$ cat src/rtl/fpu_f2i_unpack_if.sv
// Handshake and data bundle between the float-to-int unpack FIFO and its neighbours.
// The master drives operands, flush and out-ready; the slave is the FIFO.
interface fpu_f2i_unpack_if #(
  parameter int C_OP   = 32,
  parameter int C_EXP  = 8,
  parameter int C_MANT = 23,
  parameter int C_TAG  = 4
);
  logic              In_valid_SI;
  logic              In_ready_SO;
  logic [C_OP-1:0]   Operand_a_DI;
  logic [C_TAG-1:0]  Tag_DI;
  logic              Flush_SI;
  logic              Out_valid_SO;
  logic              Out_ready_SI;
  logic              Sign_a_DO;
  logic [C_EXP-1:0]  Exp_a_DO;
  logic [C_MANT:0]   Mant_a_DO;
  logic [C_TAG-1:0]  Tag_DO;
  logic              Is_zero_SO;
  logic              Is_denorm_SO;
  logic              Is_inf_SO;
  logic              Is_nan_SO;
  logic              Is_snan_SO;
  logic [1:0]        Count_DO;

  modport master (
    output In_valid_SI, Operand_a_DI, Tag_DI,
    output Flush_SI, Out_ready_SI,
    input  In_ready_SO, Out_valid_SO,
    input  Sign_a_DO, Exp_a_DO, Mant_a_DO, Tag_DO,
    input  Is_zero_SO, Is_denorm_SO, Is_inf_SO,
    input  Is_nan_SO, Is_snan_SO, Count_DO
  );

  modport slave (
    input  In_valid_SI, Operand_a_DI, Tag_DI,
    input  Flush_SI, Out_ready_SI,
    output In_ready_SO, Out_valid_SO,
    output Sign_a_DO, Exp_a_DO, Mant_a_DO, Tag_DO,
    output Is_zero_SO, Is_denorm_SO, Is_inf_SO,
    output Is_nan_SO, Is_snan_SO, Count_DO
  );
endinterface

$ cat src/rtl/fpu_f2i_unpack.sv
// 2-entry FIFO of unpacked single-precision operands for the float-to-int stage.
// Ports: Clk_CI, Rst_RBI (async low), io (slave: operand/tag in, unpacked head out).
module fpu_f2i_unpack #(
  parameter int C_OP   = 32,
  parameter int C_EXP  = 8,
  parameter int C_MANT = 23,
  parameter int C_TAG  = 4
) (
  input  logic           Clk_CI,
  input  logic           Rst_RBI,
  fpu_f2i_unpack_if.slave io
);

  typedef struct packed {
    logic              sign;
    logic [C_EXP-1:0]  exp;
    logic [C_MANT:0]   mant;
    logic [C_TAG-1:0]  tag;
    logic              zero;
    logic              denorm;
    logic              inf;
    logic              nan;
    logic              snan;
  } ent_t;

  ent_t             mem [2];
  ent_t             ent;
  ent_t             head;
  logic [1:0]       count;
  logic             wptr;
  logic             rptr;
  logic             push;
  logic             pop;
  logic [C_EXP-1:0] e;
  logic [C_MANT-1:0] f;
  logic             e_zero;
  logic             e_max;
  logic             f_zero;

  assign e      = io.Operand_a_DI[C_OP-2 -: C_EXP];
  assign f      = io.Operand_a_DI[C_MANT-1:0];
  assign e_zero = (e == '0);
  assign e_max  = &e;
  assign f_zero = (f == '0);

  always_comb begin
    ent        = '0;
    ent.sign   = io.Operand_a_DI[C_OP-1];
    ent.exp    = e;
    ent.mant   = {1'b1, f};
    ent.tag    = io.Tag_DI;
    unique case (1'b1)
      e_zero & f_zero: begin
        ent.mant = '0;
        ent.zero = 1'b1;
      end
      e_zero & ~f_zero: begin
        // denormals are flushed to a signed zero
        ent.mant   = '0;
        ent.zero   = 1'b1;
        ent.denorm = 1'b1;
      end
      e_max & f_zero: begin
        ent.mant = '0;
        ent.inf  = 1'b1;
      end
      e_max & ~f_zero: begin
        ent.mant = {1'b0, f};
        ent.nan  = 1'b1;
        ent.snan = ~f[C_MANT-1];
      end
      default: ;
    endcase
  end

  assign io.In_ready_SO  = (count != 2'd2);
  assign io.Out_valid_SO = (count != 2'd0);

  assign push = io.In_valid_SI & io.In_ready_SO & ~io.Flush_SI;
  assign pop  = io.Out_valid_SO & io.Out_ready_SI & ~io.Flush_SI;

  always_ff @(posedge Clk_CI or negedge Rst_RBI) begin
    if (!Rst_RBI) begin
      count <= 2'd0;
      wptr  <= 1'b0;
      rptr  <= 1'b0;
    end else if (io.Flush_SI) begin
      count <= 2'd0;
      wptr  <= 1'b0;
      rptr  <= 1'b0;
    end else begin
      if (push) wptr <= ~wptr;
      if (pop)  rptr <= ~rptr;
      unique case ({push, pop})
        2'b10:   count <= count + 2'd1;
        2'b01:   count <= count - 2'd1;
        default: count <= count;
      endcase
    end
  end

  always_ff @(posedge Clk_CI) begin
    if (push) mem[wptr] <= ent;
  end

  // storage is hidden while empty, so reset zeroes outputs at once
  assign head = io.Out_valid_SO ? mem[rptr] : '0;

  assign io.Sign_a_DO    = head.sign;
  assign io.Exp_a_DO     = head.exp;
  assign io.Mant_a_DO    = head.mant;
  assign io.Tag_DO       = head.tag;
  assign io.Is_zero_SO   = head.zero;
  assign io.Is_denorm_SO = head.denorm;
  assign io.Is_inf_SO    = head.inf;
  assign io.Is_nan_SO    = head.nan;
  assign io.Is_snan_SO   = head.snan;
  assign io.Count_DO     = count;

endmodule
$ cat src/flat_wrapper.sv
// flat-port wrapper written by rule: the top's interface ports become plain ports
module fpu_f2i_unpack_flat 
#(
  parameter int C_OP   = 32,
  parameter int C_EXP  = 8,
  parameter int C_MANT = 23,
  parameter int C_TAG  = 4
)
  (Clk_CI, Rst_RBI, io_In_valid_SI, io_Operand_a_DI, io_Tag_DI, io_Flush_SI, io_Out_ready_SI, io_In_ready_SO, io_Out_valid_SO, io_Sign_a_DO, io_Exp_a_DO, io_Mant_a_DO, io_Tag_DO, io_Is_zero_SO, io_Is_denorm_SO, io_Is_inf_SO, io_Is_nan_SO, io_Is_snan_SO, io_Count_DO);
  fpu_f2i_unpack_if #(.C_OP(C_OP), .C_EXP(C_EXP), .C_MANT(C_MANT), .C_TAG(C_TAG)) io_i ();
  input  logic Clk_CI;
  input  logic Rst_RBI;
  input wire logic [$bits(io_i.In_valid_SI)-1:0] io_In_valid_SI;
  input wire logic [$bits(io_i.Operand_a_DI)-1:0] io_Operand_a_DI;
  input wire logic [$bits(io_i.Tag_DI)-1:0] io_Tag_DI;
  input wire logic [$bits(io_i.Flush_SI)-1:0] io_Flush_SI;
  input wire logic [$bits(io_i.Out_ready_SI)-1:0] io_Out_ready_SI;
  output wire logic [$bits(io_i.In_ready_SO)-1:0] io_In_ready_SO;
  output wire logic [$bits(io_i.Out_valid_SO)-1:0] io_Out_valid_SO;
  output wire logic [$bits(io_i.Sign_a_DO)-1:0] io_Sign_a_DO;
  output wire logic [$bits(io_i.Exp_a_DO)-1:0] io_Exp_a_DO;
  output wire logic [$bits(io_i.Mant_a_DO)-1:0] io_Mant_a_DO;
  output wire logic [$bits(io_i.Tag_DO)-1:0] io_Tag_DO;
  output wire logic [$bits(io_i.Is_zero_SO)-1:0] io_Is_zero_SO;
  output wire logic [$bits(io_i.Is_denorm_SO)-1:0] io_Is_denorm_SO;
  output wire logic [$bits(io_i.Is_inf_SO)-1:0] io_Is_inf_SO;
  output wire logic [$bits(io_i.Is_nan_SO)-1:0] io_Is_nan_SO;
  output wire logic [$bits(io_i.Is_snan_SO)-1:0] io_Is_snan_SO;
  output wire logic [$bits(io_i.Count_DO)-1:0] io_Count_DO;
  assign io_i.In_valid_SI = io_In_valid_SI;
  assign io_i.Operand_a_DI = io_Operand_a_DI;
  assign io_i.Tag_DI = io_Tag_DI;
  assign io_i.Flush_SI = io_Flush_SI;
  assign io_i.Out_ready_SI = io_Out_ready_SI;
  assign io_In_ready_SO = io_i.In_ready_SO;
  assign io_Out_valid_SO = io_i.Out_valid_SO;
  assign io_Sign_a_DO = io_i.Sign_a_DO;
  assign io_Exp_a_DO = io_i.Exp_a_DO;
  assign io_Mant_a_DO = io_i.Mant_a_DO;
  assign io_Tag_DO = io_i.Tag_DO;
  assign io_Is_zero_SO = io_i.Is_zero_SO;
  assign io_Is_denorm_SO = io_i.Is_denorm_SO;
  assign io_Is_inf_SO = io_i.Is_inf_SO;
  assign io_Is_nan_SO = io_i.Is_nan_SO;
  assign io_Is_snan_SO = io_i.Is_snan_SO;
  assign io_Count_DO = io_i.Count_DO;
  fpu_f2i_unpack #(.C_OP(C_OP), .C_EXP(C_EXP), .C_MANT(C_MANT), .C_TAG(C_TAG)) u_core (.Clk_CI(Clk_CI), .Rst_RBI(Rst_RBI), .io(io_i));
endmodule
$ cat config.mk
export PLATFORM = sky130hd
export DESIGN_NAME = fpu_f2i_unpack_flat
export DESIGN_NICKNAME = d
export VERILOG_FILES = /design/src/rtl/fpu_f2i_unpack_if.sv /design/src/rtl/fpu_f2i_unpack.sv /design/src/flat_wrapper.sv
export SDC_FILE = /design/constraint.sdc
export NUM_CORES = 1
export LEC_CHECK = 0
export CAP_MARGIN = 20
export CORE_MARGIN = 1
export CORE_UTILIZATION = 40
export DETAILED_ROUTE_END_ITERATION = 8
export PLACE_DENSITY_LB_ADDON = 0.2
export REMOVE_ABC_BUFFERS = 1
export SETUP_SLACK_MARGIN = 0.1
export SLEW_MARGIN = 20
export SYNTH_ARGS = -nofsm -noshare
export SYNTH_HDL_FRONTEND = slang
export SYNTH_SLANG_ARGS = --single-unit
export TNS_END_PERCENT = 1
$ cat constraint.sdc
create_clock -name Clk_CI -period 7.1 [get_ports Clk_CI]
set_input_delay 0.71 -clock Clk_CI [delete_from_list [all_inputs] [get_ports Clk_CI]]
set_output_delay 0.71 -clock Clk_CI [all_outputs]
set_load 0.05 [all_outputs]
Yosys cells after proc, flatten, opt, wreduce, memory -nomap -nowiden
Memories as Yosys holds them, arrays and structs flattened.
Index checks and enable logic that the tools add are counted.
{"block": "classes", "add_sub_neg": 2, "mul": 0, "n_div": 0, "order_cmp": 0, "n_eq_ne": 3, "shifts": 0, "n_mux": 14, "n_bitwise": 13, "n_reduce_logical": 9}
{"operator": "one-hot mux 24 bit (2 select lines)", "n": 1}
{"operator": "two-way mux 42 bit", "n": 1}
{"operator": "logical NOT 23 bit", "n": 1}
{"operator": "two-way mux 1 bit", "n": 9}
{"operator": "AND 1 bit", "n": 8}
{"operator": "logical NOT 8 bit", "n": 1}
{"operator": "AND reduction 8 bit", "n": 1}
{"operator": "nonzero test 2 bit", "n": 3}
{"operator": "inverter 1 bit", "n": 5}
{"operator": "two-way mux 2 bit", "n": 2}
{"operator": "one-hot mux 2 bit (2 select lines)", "n": 1}
{"operator": "nonzero test 3 bit", "n": 1}
{"operator": "OR reduction 3 bit", "n": 1}
{"operator": "adder 2 x 1 -> 2 bit, second input constant", "n": 1}
{"operator": "equality test 2 x 1 -> 1 bit, second input constant", "n": 1}
{"operator": "equality test 2 bit, second input constant", "n": 1}
{"operator": "inequality test 2 bit, second input constant", "n": 1}
{"operator": "OR reduction 2 bit", "n": 1}
{"operator": "subtractor 2 x 1 -> 2 bit, second input constant", "n": 1}
{"block": "totals", "ff_bits": 4, "latch_bits": 0, "ram_bits": 84, "romBits": 0, "inputBits": 41, "output_inout_bits": 46, "elab_cells": 45, "mem_count": 1}
{"name": "u_core.mem", "words": 2, "word_bits": 42, "rd": 1, "rd_clocked_by_memory_dff": 0, "wr": 1, "line_no": "fpu_f2i_unpack.sv:26", "text": "ent_t mem [2];"}

Logic depth before layout (Yosys ltp)
Gate-level depths: netlist of run 1.
{"block": "logic_depth", "word_depth": 6, "mapped_depth": 4}

Least setup slack after synthesis of run 1
OpenSTA, ideal clock, no wires.
{"block": "synth_timing", "path_type": "register to register", "startpoint": "register u_core.count[1] (netlist: u_core.io.Count_DO[1])", "endpoint": "memory u_core.mem[1][0] (netlist bit) (enable)", "setup_time_ns": 0.502, "t_arrival_ns": 4.477, "slack_ns": 2.121, "path_stages_with_launch": 5, "synth_period_minus_slack_ns": 4.979, "cell_sequence": "dfrtp_1 > nor2b_1 > inv_1 > nand2_1 > nor3b_1"}
{"block": "synth_between", "elab_chain_len": 5}
{"item": "start: declaration", "line_no": "fpu_f2i_unpack.sv:29", "text": "logic [1:0] count;"}
{"item": "start signal: assignment", "line_no": "fpu_f2i_unpack.sv:95", "text": "2'b10: count <= count + 2'd1;"}
{"item": "start signal: assignment", "line_no": "fpu_f2i_unpack.sv:96", "text": "2'b01: count <= count - 2'd1;"}
{"item": "start signal: assignment", "line_no": "fpu_f2i_unpack.sv:97", "text": "default: count <= count;"}
{"item": "inequality test 2 bit", "line_no": "fpu_f2i_unpack.sv:76", "text": "assign io.In_ready_SO = (count != 2'd2);"}
{"item": "named net io_In_ready_SO", "line_no": "flat_wrapper.sv:18", "text": "output wire logic [$bits(io_i.In_ready_SO)-1:0] io_In_ready_SO;"}
{"item": "AND 1 bit (2 in series)", "line_no": "fpu_f2i_unpack.sv:79", "text": "assign push = io.In_valid_SI & io.In_ready_SO & ~io.Flush_SI;"}
{"item": "two-way mux 1 bit", "line_no": "fpu_f2i_unpack.sv:103", "text": "if (push) mem[wptr] <= ent;"}
{"item": "two-way mux 1 bit (implied by the code)", "line_no": "fpu_f2i_unpack.sv:103"}
{"item": "end: declaration", "line_no": "fpu_f2i_unpack.sv:26"}
The timed path passes the listed nets, and every way through them passes these cells.

Worst setup path in the final report of run 1
{"block": "layout_timing", "startpoint": "register u_core.count[1] (netlist: u_core.io.Count_DO[1])", "endpoint": "output port io_Is_nan_SO"}
{"block": "layout_between", "elab_chain_len": 2}
{"item": "nonzero test 2 bit", "line_no": "fpu_f2i_unpack.sv:77", "text": "assign io.Out_valid_SO = (count != 2'd0);"}
{"item": "two-way mux 42 bit", "line_no": "fpu_f2i_unpack.sv:107", "text": "assign head = io.Out_valid_SO ? mem[rptr] : '0;"}
{"item": "end: declaration", "line_no": "flat_wrapper.sv:27", "text": "output wire logic [$bits(io_i.Is_nan_SO)-1:0] io_Is_nan_SO;"}
No other way between the ends.

==> results of run 1 <==
==> sequential cells by signal, indices dropped and copies added, names as in the netlist <==
signal              count
u_core.io.Count_DO      2
u_core.wptr             1
u_core.mem             84
u_core.rptr             1
==> Yosys cell counts (2+ instances only) <==
| cell | instances | area share, % |
|---|---|---|
| a21oi_1 | 7 | 0.95 |
| and2_1 | 23 | 3.9 |
| buf_2 | 5 | 0.68 |
| clkbuf_1 | 6 | 0.61 |
| dfrtp_1 | 4 | 2.7 |
| edfxtp_1 | 84 | 69 |
| inv_1 | 3 | 0.31 |
| mux2i_1 | 43 | 12 |
| nand2_1 | 2 | 0.20 |
| nand4_1 | 2 | 0.34 |
| nor2_1 | 45 | 4.6 |
| nor3_1 | 2 | 0.27 |
| nor3b_1 | 2 | 0.41 |
| nor4_1 | 3 | 0.51 |
| nor4_2 | 2 | 0.68 |
| o21ai_0 | 2 | 0.27 |
| or4_4 | 2 | 0.61 |
==> through the flow <==
stage | hold WS, ns | area (sq um) | setup WS, ns
after floorplan | 0.414 | 3630 | 2.12
after global placement | 0.574 | 4660 | 3.85
after detailed placement | 0.583 | 4660 | 3.79
after CTS | 0.553 | 4860 | 3.77
after global routing | 0.556 | 4870 | 3.64
final | 0.558 | 4870 | 3.84
==> per-layer routing <==
| metal | GRT usage (%) | vias to the layer above |
|---|---|---|
| li1 | - | 1096 |
| met1 | 19.4 | 1046 |
| met2 | 24.9 | 58 |
| met3 | 3.08 | 8 |
| met4 | 6.99 | 0 |
| met5 | 0 | - |
==> area by class of cell <==
type	instances	area share (%)
multi-input combinational	147	20.8
timing repair buffer	89	18.2
sequential	88	53.9
tap	108	2.78
clock inverter	7	1.47
inverter	4	0.309
clock buffer	9	2.55
==> power groups by stage <==
stage / Sequential, mW / Combinational (mW) / Clock (mW)
after floorplan: 0.616 / 0.123 / 0
after global placement: 0.605 / 0.214 / 0
final: 0.594 / 0.213 / 0.334
after CTS: 0.594 / 0.216 / 0.345
after detailed placement: 0.606 / 0.215 / 0
after global routing: 0.596 / 0.227 / 0.367
==> critical path: cells and delay by family (launching register included) <==
| kind | cells | cell delay [ns] |
|---|---|---|
| buffers and inverters | 1 | 0.76 |
| DFF | 1 | 0.48 |
| and+or+nand+nor | 2 | 0.96 |
==> worst max-delay path by stage <==
| stage | startpoint | end | cells past startpoint |
|---|---|---|---|
| after floorplan | u_core.io.Count_DO[1] | u_core.mem[1][0] | 4 |
| after global placement | io_In_valid_SI | u_core.mem[1][16] | 4 |
| after detailed placement | io_In_valid_SI | u_core.mem[1][16] | 4 |
| after CTS | u_core.io.Count_DO[1] | io_Is_nan_SO | 3 |
| after global routing | u_core.io.Count_DO[1] | io_Mant_a_DO[16] | 3 |
| final | u_core.io.Count_DO[1] | io_Is_nan_SO | 3 |
==> logic make-up (layout without fill, tap and decap cells) <==
logic type | after synthesis | count (layout) | share of synthesized area, %
buffers and inverters | 15 | 109 | 1.70
AND/OR/NAND/NOR | 91 | 91 | 13.1
XOR/XNOR | 1 | 1 | 0.238
AO/OA/AOI/OAI | 12 | 12 | 1.84
multiplexers | 43 | 43 | 11.7
flip-flops | 88 | 88 | 71.4
==> results.md, run 1 <==
- FMAX: roughly 0.3 GHz
- Post-synth EDFFs: 84
- Die area: about 9600 sq um
- Worst Setup Start Kind: register
- Switching power: roughly 0.31 mW
- Top sig layer: met4
- Pin count of the biggest net entering global routing: 44
- Pre-Repair DR Iteration Count: 6
- Initial antenna violation count: 0
- Sequential share of power: between 50 and 60%
- R2r worst-path depth: 5
- Inserted Diodes: 0
- WL/cell: 15.1 um
- Arrival time at the worst endpoint: roughly 2.6 ns
- Status: complete, but fails checks
- #FFs+latches synth: a little under 90
- RR Startpoint: u_core.io.Count_DO[1]
- Deepest clock path buffer count: 2
- Fin. Hold Viols: 0
- Met3 wire length: 285 um
- Combinational share of power: 18.7%
- Mapped Area: around 3700 sq um
- Clk slew on worst S/H paths: approximately 0.080 ns
- Avg Cell Area, Syn: 14.7 sq um
- Slowest CP cell: nor2_4
- Fin crit share: 45.9%
- Post-layout util: 55.3%
- Post-CTS sizing: 0
- Setup repair bufs after CTS: 0
- Min-delay worst type: in -> async
- DR DRC count: 12
- Async SR Flop Fraction: under 10%
- Std-Cell Rows: 34
- Worst Clk Skew: between 0.005 and 0.006 ns
- Fillers: 754
- Met2 WL: 3330 um
- Register Area: 2620 sq um
- Final nets: 380
- FF-to-FF End: u_core.mem[1][11]
- GRT Total Usage: 15.2%
- Internal power: 0.831 mW
- Port buffer count: 86
- Worst path cell trace: nor2_4 > nor2_1 > clkdlybuf4s50_1
- Congestion Overflow GR: 0
- Total Wirelength: 6800 um
- Yosys cell types: 30
- Footprint of the multi-input gates: 1010 sq um
- Pwr Total: 1.14 mW
- CTS tree: built
- Peak VDD IR: 88.6 uV
- Area growth, synth to finish: 32.4%
- Num CTS Buffers: 9
- Sw frac: 27.2%
- Via density: 4.88
- Share of layout cells above drive strength 1: 8.43%
- Die Y: ~100 um
- Setup_tns: 0 ns
- Crit Path Max Fanout: between 40 and 50
- Crit end category: primary output
- Maximum Capacitance Violations: 0
- Initial detailed-routing violation count: 77
- ANT nets after route: 0
- Cell Count Post-Placement: roughly 440
- Clock Power Share: 29.3%
- Commonest non-fill, non-tap cells in the layout: clkdlybuf4s50_1, edfxtp_1, nor2_1
- Htree depth: 3
- Seq/Total Area, Yosys: 71.4%
- Clk root buf: clkbuf_8
- Final setup viols: 0
- Skew-Pair Late Insertion Delay: 0.35 ns
- Crit Path Class: reg -> out
- Unrepaired setup endpoints after global routing: no
- Gate count of the mapped netlist: 250
- Post-Route M1 WL: between 3000 and 4000 um
- Leak Pwr: 1.59 nW
- Core area: 8810 sq um
- Slew Limit Fails: 0
- Post-layout instance count excluding filler cells: approximately 450
- CTS sink cnt: a little under 90
- Cts hold-fix bufs: 0
- Initial Utilization: 41.7%
- Critical Path RT: 6.39 ns
- Most common cell after layout, fill and taps aside: clkdlybuf4s50_1
- Synth Flop Type: edfxtp_1
- Number of global-route vias before repair: approximately 2300
- Slew @ Worst Pin: 0.947 ns
- Power Density: 235 nW/um^2
- Synth Warn #: 0
- Routability congestion estimate: 0.750
- Post-route minimum period: 3.26 ns
- Critical path's largest stage delay: 0.78 ns
- Global-route wire length before repair: 11000 um
- Failing checks: design-rule violations
- Rel. slew slack: 36.7%
- Via Count: around 2200
- Die Wd: 97.9 um
- Post-DP HPWL: 4400 um
- Top Ports: 87
- R2r setup slk: ~4.7 ns
No activity file was read; power rests on OpenSTA's default activity.
==> run 2, diff against run 1 <==
clock period = 2.6 ns   (was 7.1 ns; I/O delays follow)
==> run 2 against run 1 <==
  * Register-to-register slack worse by 3.9 ns
  * The run still ends with design-rule violations left
  * Sequential power grew to 2.7 times the previous value
  * Die area stayed put
  * Via count is 2.7% higher
  * Hold slack worse by 0.45 ns
  * Sequential share of layout area hardly changed
  * Critical path depth is 1 higher
  * Largest power group unchanged
==> results.md, run 2 (same netlist as run 1, synthesis figures left out) <==
- Crit Path Class: reg -> out
- Std-Cell Rows: 34
- Htree depth: 3
- Share of layout cells above drive strength 1: 16.0%
- Failing checks: design-rule violations
- Max reg flops: 84
- Setup repair bufs after CTS: 0
- Clk slew on worst S/H paths: 0.08 ns
- Switching power: 0.849 mW
- Buffers & Inverters on Critical Path: 2
- Final nets: 385
- CTS tree: built
- Min-delay worst type: in -> async
- Routability congestion estimate: roughly 0.7
- Final setup viols: 0
- Arrival time at the worst endpoint: 2.07 ns
- Via density: 4.96
- DR DRC count: 12
- Crit Path Max Fanout: 14
- Sw frac: a little over a quarter
- Die Y: 97.9 um
- Die area: 9570 sq um
- Core area: 8810 sq um
- Worst path depth: 4
- Most common cell after layout, fill and taps aside: edfxtp_1
- Clk root buf: clkbuf_8
- Slew @ Worst Pin: 0.512 ns
- Num CTS Buffers: 9
- Internal power: 2.35 mW
- Worst path cell trace: buf_12 > mux2i_1 > nor2_1 > clkdlybuf4s50_1
- GRT Total Usage: between 15 and 20%
- Worst Setup Start Kind: register
- CP top delay family: buffers and inverters
- Slowest CP cell: clkdlybuf4s50_1
- Largest Register: u_core.mem
- Initial Utilization: 41.7%
- Combinational share of power: 18.1%
- Worst Clk Skew: ~0.0052 ns
- Die Wd: about 98 um
- Slew Limit Fails: 0
- FMAX: between 0.4 and 0.5 GHz
- CTS sink cnt: around 90
- Area growth, synth to finish: 32.4%
- Via Count: 2268
- Critical path's largest stage delay: ~0.82 ns
- Global-route wire length before repair: 11300 um
- Rel. slew slack: between 60% and 70%
- Initial detailed-routing violation count: between 100 and 150
- Pre-Repair DR Iteration Count: 8
- Peak VDD IR: approximately 250 uV
- Unrepaired setup endpoints after global routing: yes
- Maximum Capacitance Violations: 0
- ANT nets after route: 0
- R2r worst-path depth: 5
- Leak Pwr: about 1.7 nW
- R2r setup slk: 0.83 ns
- Post-layout util: 55.2%
- Fin. Hold Viols: 0
- WL/cell: between 15 and 20 um
- Post-route minimum period: around 2.3 ns
- Deepest clock path buffer count: 2
- Crit end category: primary output
- Setup ws final: 0.271 ns
- Pre-CTS WS: 0.606 ns
- Commonest non-fill, non-tap cells in the layout: edfxtp_1, clkdlybuf4s50_1, nor2_1
- Top Ports: 87
- Status: complete, but fails checks
- Inserted Diodes: 0
- Initial antenna violation count: 0
- Post-DP HPWL: 4730 um
- Power Density: 658 nW/um^2
- Skew-Pair Late Insertion Delay: ~0.34 ns
- Congestion Overflow GR: 0
- Pin count of the biggest net entering global routing: 26
- Sequential share of power: 50.7%
- Critical Path RT: 2.34 ns
- Clock Power Share: 31.1%
- Number of global-route vias before repair: 2317
- FF-to-FF End: u_core.mem[1][27]
- Total Wirelength: around 7000 um
- Port buffer count: 86
- Fin crit share: ~90%
- Pwr Total: 3.20 mW
- RR Startpoint: u_core.io.Count_DO[1]
## run 2: worst max path at each step
| stage | startpoint | end | slack [ns] |
|---|---|---|---|
| 2_1_floorplan | u_core.io.Count_DO[1] | u_core.mem[1][0] | -2.38 |
| 3_3_place_gp | u_core.rptr | io_Mant_a_DO[22] | 0.65 |
| 3_5_place_dp | u_core.io.Count_DO[1] | io_Mant_a_DO[1] | 0.61 |
| 4_1_cts | u_core.io.Count_DO[1] | io_Mant_a_DO[1] | 0.20 |
| 5_1_grt | u_core.io.Count_DO[0] | io_Mant_a_DO[1] | 0.08 |
| 6_report | u_core.rptr | io_Mant_a_DO[1] | 0.27 |
## run 2: final cells by class
type | instances | area (sq um)
flip-flops and latches | 88 | 2620
clock buffers | 9 | 124
inverters | 4 | 15.0
multi-input cells | 147 | 1010
repair buffers | 94 | 873
fillers | 750 | 3940
clock inverters | 7 | 86.3
well taps | 108 | 135
## run 2: metrics by stage
stage | instance area, sq um | std cells | hold WS, ns | setup TNS (ns)
2_1_floorplan | 3630 | 239 | -0.0356 | -202.25
3_3_place_gp | 4650 | 441 | 0.479 | 0
3_5_place_dp | 4650 | 441 | 0.480 | 0
4_1_cts | 4860 | 457 | 0.0899 | 0
5_1_grt | 4860 | 457 | 0.0999 | 0
6_report | 4860 | 457 | 0.111 | 0
## run 2: power groups by stage
stage / clock network (mW) / logic, mW / registers [mW]
floorplan: 0 / 0.336 / 1.68
global placement: 0 / 0.581 / 1.66
detailed placement: 0 / 0.587 / 1.66
CTS: 1.03 / 0.588 / 1.63
global route: 1.08 / 0.615 / 1.63
finish: 0.997 / 0.581 / 1.62
## run 2: what timing repair did
| action | in CTS | in global routing |
|---|---|---|
| resized for setup | 0 | 0 |
| setup endpoints to repair | 0 | 2 |
| hold buffers | 0 | 0 |
## run 2: metal layers
metal | wire [um] | GRT usage, % | vias up
li1 | - | - | 1106
met1 | 3130 | 19.6 | 1096
met2 | 3570 | 25.7 | 56
met3 | 276 | 2.79 | 10
met4 | 159 | 9.09 | 0
met5 | 0 | 0 | -
==> run 3, diff against run 2 <==
PLACE_DENSITY = 0.69   (was not set)
PLACE_DENSITY_LB_ADDON = not set   (was 0.2)
==> run 3 against run 2 <==
  * The flow still finishes with violations (design-rule violations)
  * Sequential power about the same
  * Design area barely moved
  * Final cell count is the same
  * Global-route usage grew 0.30 points
  * Clock skew is 0.0044 ns higher
  * Setup slack worse by 0.031 ns
  * Fmax is 1.3% lower
  * Largest cell class unchanged
  * Highest routed layer unchanged
==> results.md, run 3 (same netlist as run 1, synthesis figures left out) <==
- Total Wirelength: 7080 um
- Core area: about 8800 sq um
- RR Startpoint: u_core.io.Count_DO[1]
- Skew-Pair Late Insertion Delay: 0.35 ns
- Pin count of the biggest net entering global routing: 44
- Clk slew on worst S/H paths: 0.08 ns
- Sequential share of power: 54.2%
- Largest Register: u_core.mem
- Leak Pwr: 1.61 nW
- Critical Path RT: between 2 and 2.5 ns
- Sw frac: a little over a quarter
- Worst Clk Skew: approximately 0.0096 ns
- Switching power: 0.822 mW
- Deepest clock path buffer count: 2
- ANT nets after route: 0
- Crit Path Max Fanout: 43
- Die Wd: 97.9 um
- Area growth, synth to finish: 32.4%
- Post-layout util: a little under three fifths
- Combinational share of power: 19.9%
- Rel. slew slack: about two thirds
- Num CTS Buffers: 9
- Clock Power Share: 25.9%
- R2r worst-path depth: 5
- DR DRC count: 14
- Setup ws final: around 0.24 ns
- Die area: ~9600 sq um
- Post-route minimum period: 2.36 ns
- Number of global-route vias before repair: 2387
- Cts hold-fix bufs: 0
- Final setup viols: 0
- Inserted Diodes: 0
- Crit end category: primary output
- CTS sink cnt: 88
- Congestion Overflow GR: 0
- Slew @ Worst Pin: 0.509 ns
- Worst Setup Start Kind: register
- Initial Utilization: 41.7%
- Initial detailed-routing violation count: about 110
- FF-to-FF End: u_core.mem[1][24]
- Via Count: 2285
- Initial antenna violation count: 0
- Crit Path Class: reg -> out
- Post-DP HPWL: between 4000 and 5000 um
- Pre-CTS WS: 0.585 ns
- Power Density: roughly 600 nW/um^2
- Fin. Hold Viols: 0
- Slew Limit Fails: 0
- Peak VDD IR: 287 uV
- Clk root buf: clkbuf_8
- Post-CTS sizing: 0
- Arrival time at the worst endpoint: roughly 2.1 ns
- Setup repair bufs after CTS: 0
- Maximum Capacitance Violations: 0
- Htree depth: 3
- Unrepaired setup endpoints after global routing: no
- Status: complete, but fails checks
- Failing checks: design-rule violations
- Setup_tns: 0 ns
- CTS tree: built
- Global-route wire length before repair: 11800 um
- GRT Total Usage: 16.0%
- WL/cell: 15.5 um
- Max reg flops: 84
- Port buffer count: 86
- Die Y: 97.9 um
- Commonest non-fill, non-tap cells in the layout: edfxtp_1, clkdlybuf4s50_1, nor2_1
- Most common cell after layout, fill and taps aside: edfxtp_1
- Internal power: 2.17 mW
- Std-Cell Rows: 34
- FMAX: 0.424 GHz
- R2r setup slk: 0.70 ns
- Final nets: 385
- Pre-Repair DR Iteration Count: 6
- Top Ports: 87
- Fin crit share: about nine tenths
- Min-delay worst type: in -> async
- Via density: around 5.0
- Routability congestion estimate: 0.696
- Share of layout cells above drive strength 1: between 10 and 15%
-- run 3: changes by cell type in the layout (fill, tap and decap cells not counted), sizes merged --
cell           previous run  this run
buf                      32        14
clkbuf                    9        11
clkinvlp                  2         1
clkinv                    3         4
clkdlybuf4s50            62        80
bufinv                    2         0
-- run 3: worst max-delay path, cell delays in order (launching register included) --
cell	delay (ns)
dfrtp_1	0.51
nor2_4	0.08
buf_12	0.19
nor2_1	0.16
clkdlybuf4s50_1	0.82
-- run 3: area by class of cell --
cell class	instances	area [sq um]
clock buffer	11	131
clock inverter	5	23.8
fill	765	3940
inverter	4	15.0
multi-input combinational	147	1010
sequential	88	2620
tap	108	135
timing repair buffer	94	931
-- run 3: routing by layer --
metal | vias to the layer above | wire, um | track usage, %
li1 | 1112 | - | -
met1 | 1101 | 3020 | 19.6
met2 | 59 | 3590 | 27.0
met3 | 13 | 313 | 3.08
met4 | 0 | 151 | 8.04
met5 | - | 0 | 0
-- run 3: worst max path at each step --
stage / from / endpoint / slack (ns) / depth (start not counted)
global placement: u_core.rptr / io_Mant_a_DO[13] / 0.62 / 4
finish: u_core.io.Count_DO[1] / io_Mant_a_DO[12] / 0.24 / 4
detailed placement: io_In_valid_SI / u_core.mem[1][17] / 0.59 / 4
floorplan: u_core.io.Count_DO[1] / u_core.mem[1][0] / -2.38 / 4
CTS: u_core.io.Count_DO[1] / io_Mant_a_DO[13] / 0.22 / 4
global route: u_core.rptr / io_Mant_a_DO[13] / 0.14 / 4
-- run 3: metrics by stage --
stage               instance area, sq um  hold slack, ns  std cells  power, mW
floorplan                           3630         -0.0356        239       2.02
global placement                    4710           0.480        441       2.25
detailed placement                  4710           0.485        441       2.26
CTS                                 4870           0.103        457       3.03
global route                        4870           0.110        457       3.13
finish                              4870           0.117        457       2.99
-- run 3: power by group through the flow --
stage,clock network (mW),registers (mW),logic (mW)
floorplan,0,1.68,0.336
global placement,0,1.65,0.597
detailed placement,0,1.66,0.601
CTS,0.807,1.62,0.603
global route,0.868,1.63,0.633
finish,0.775,1.62,0.595
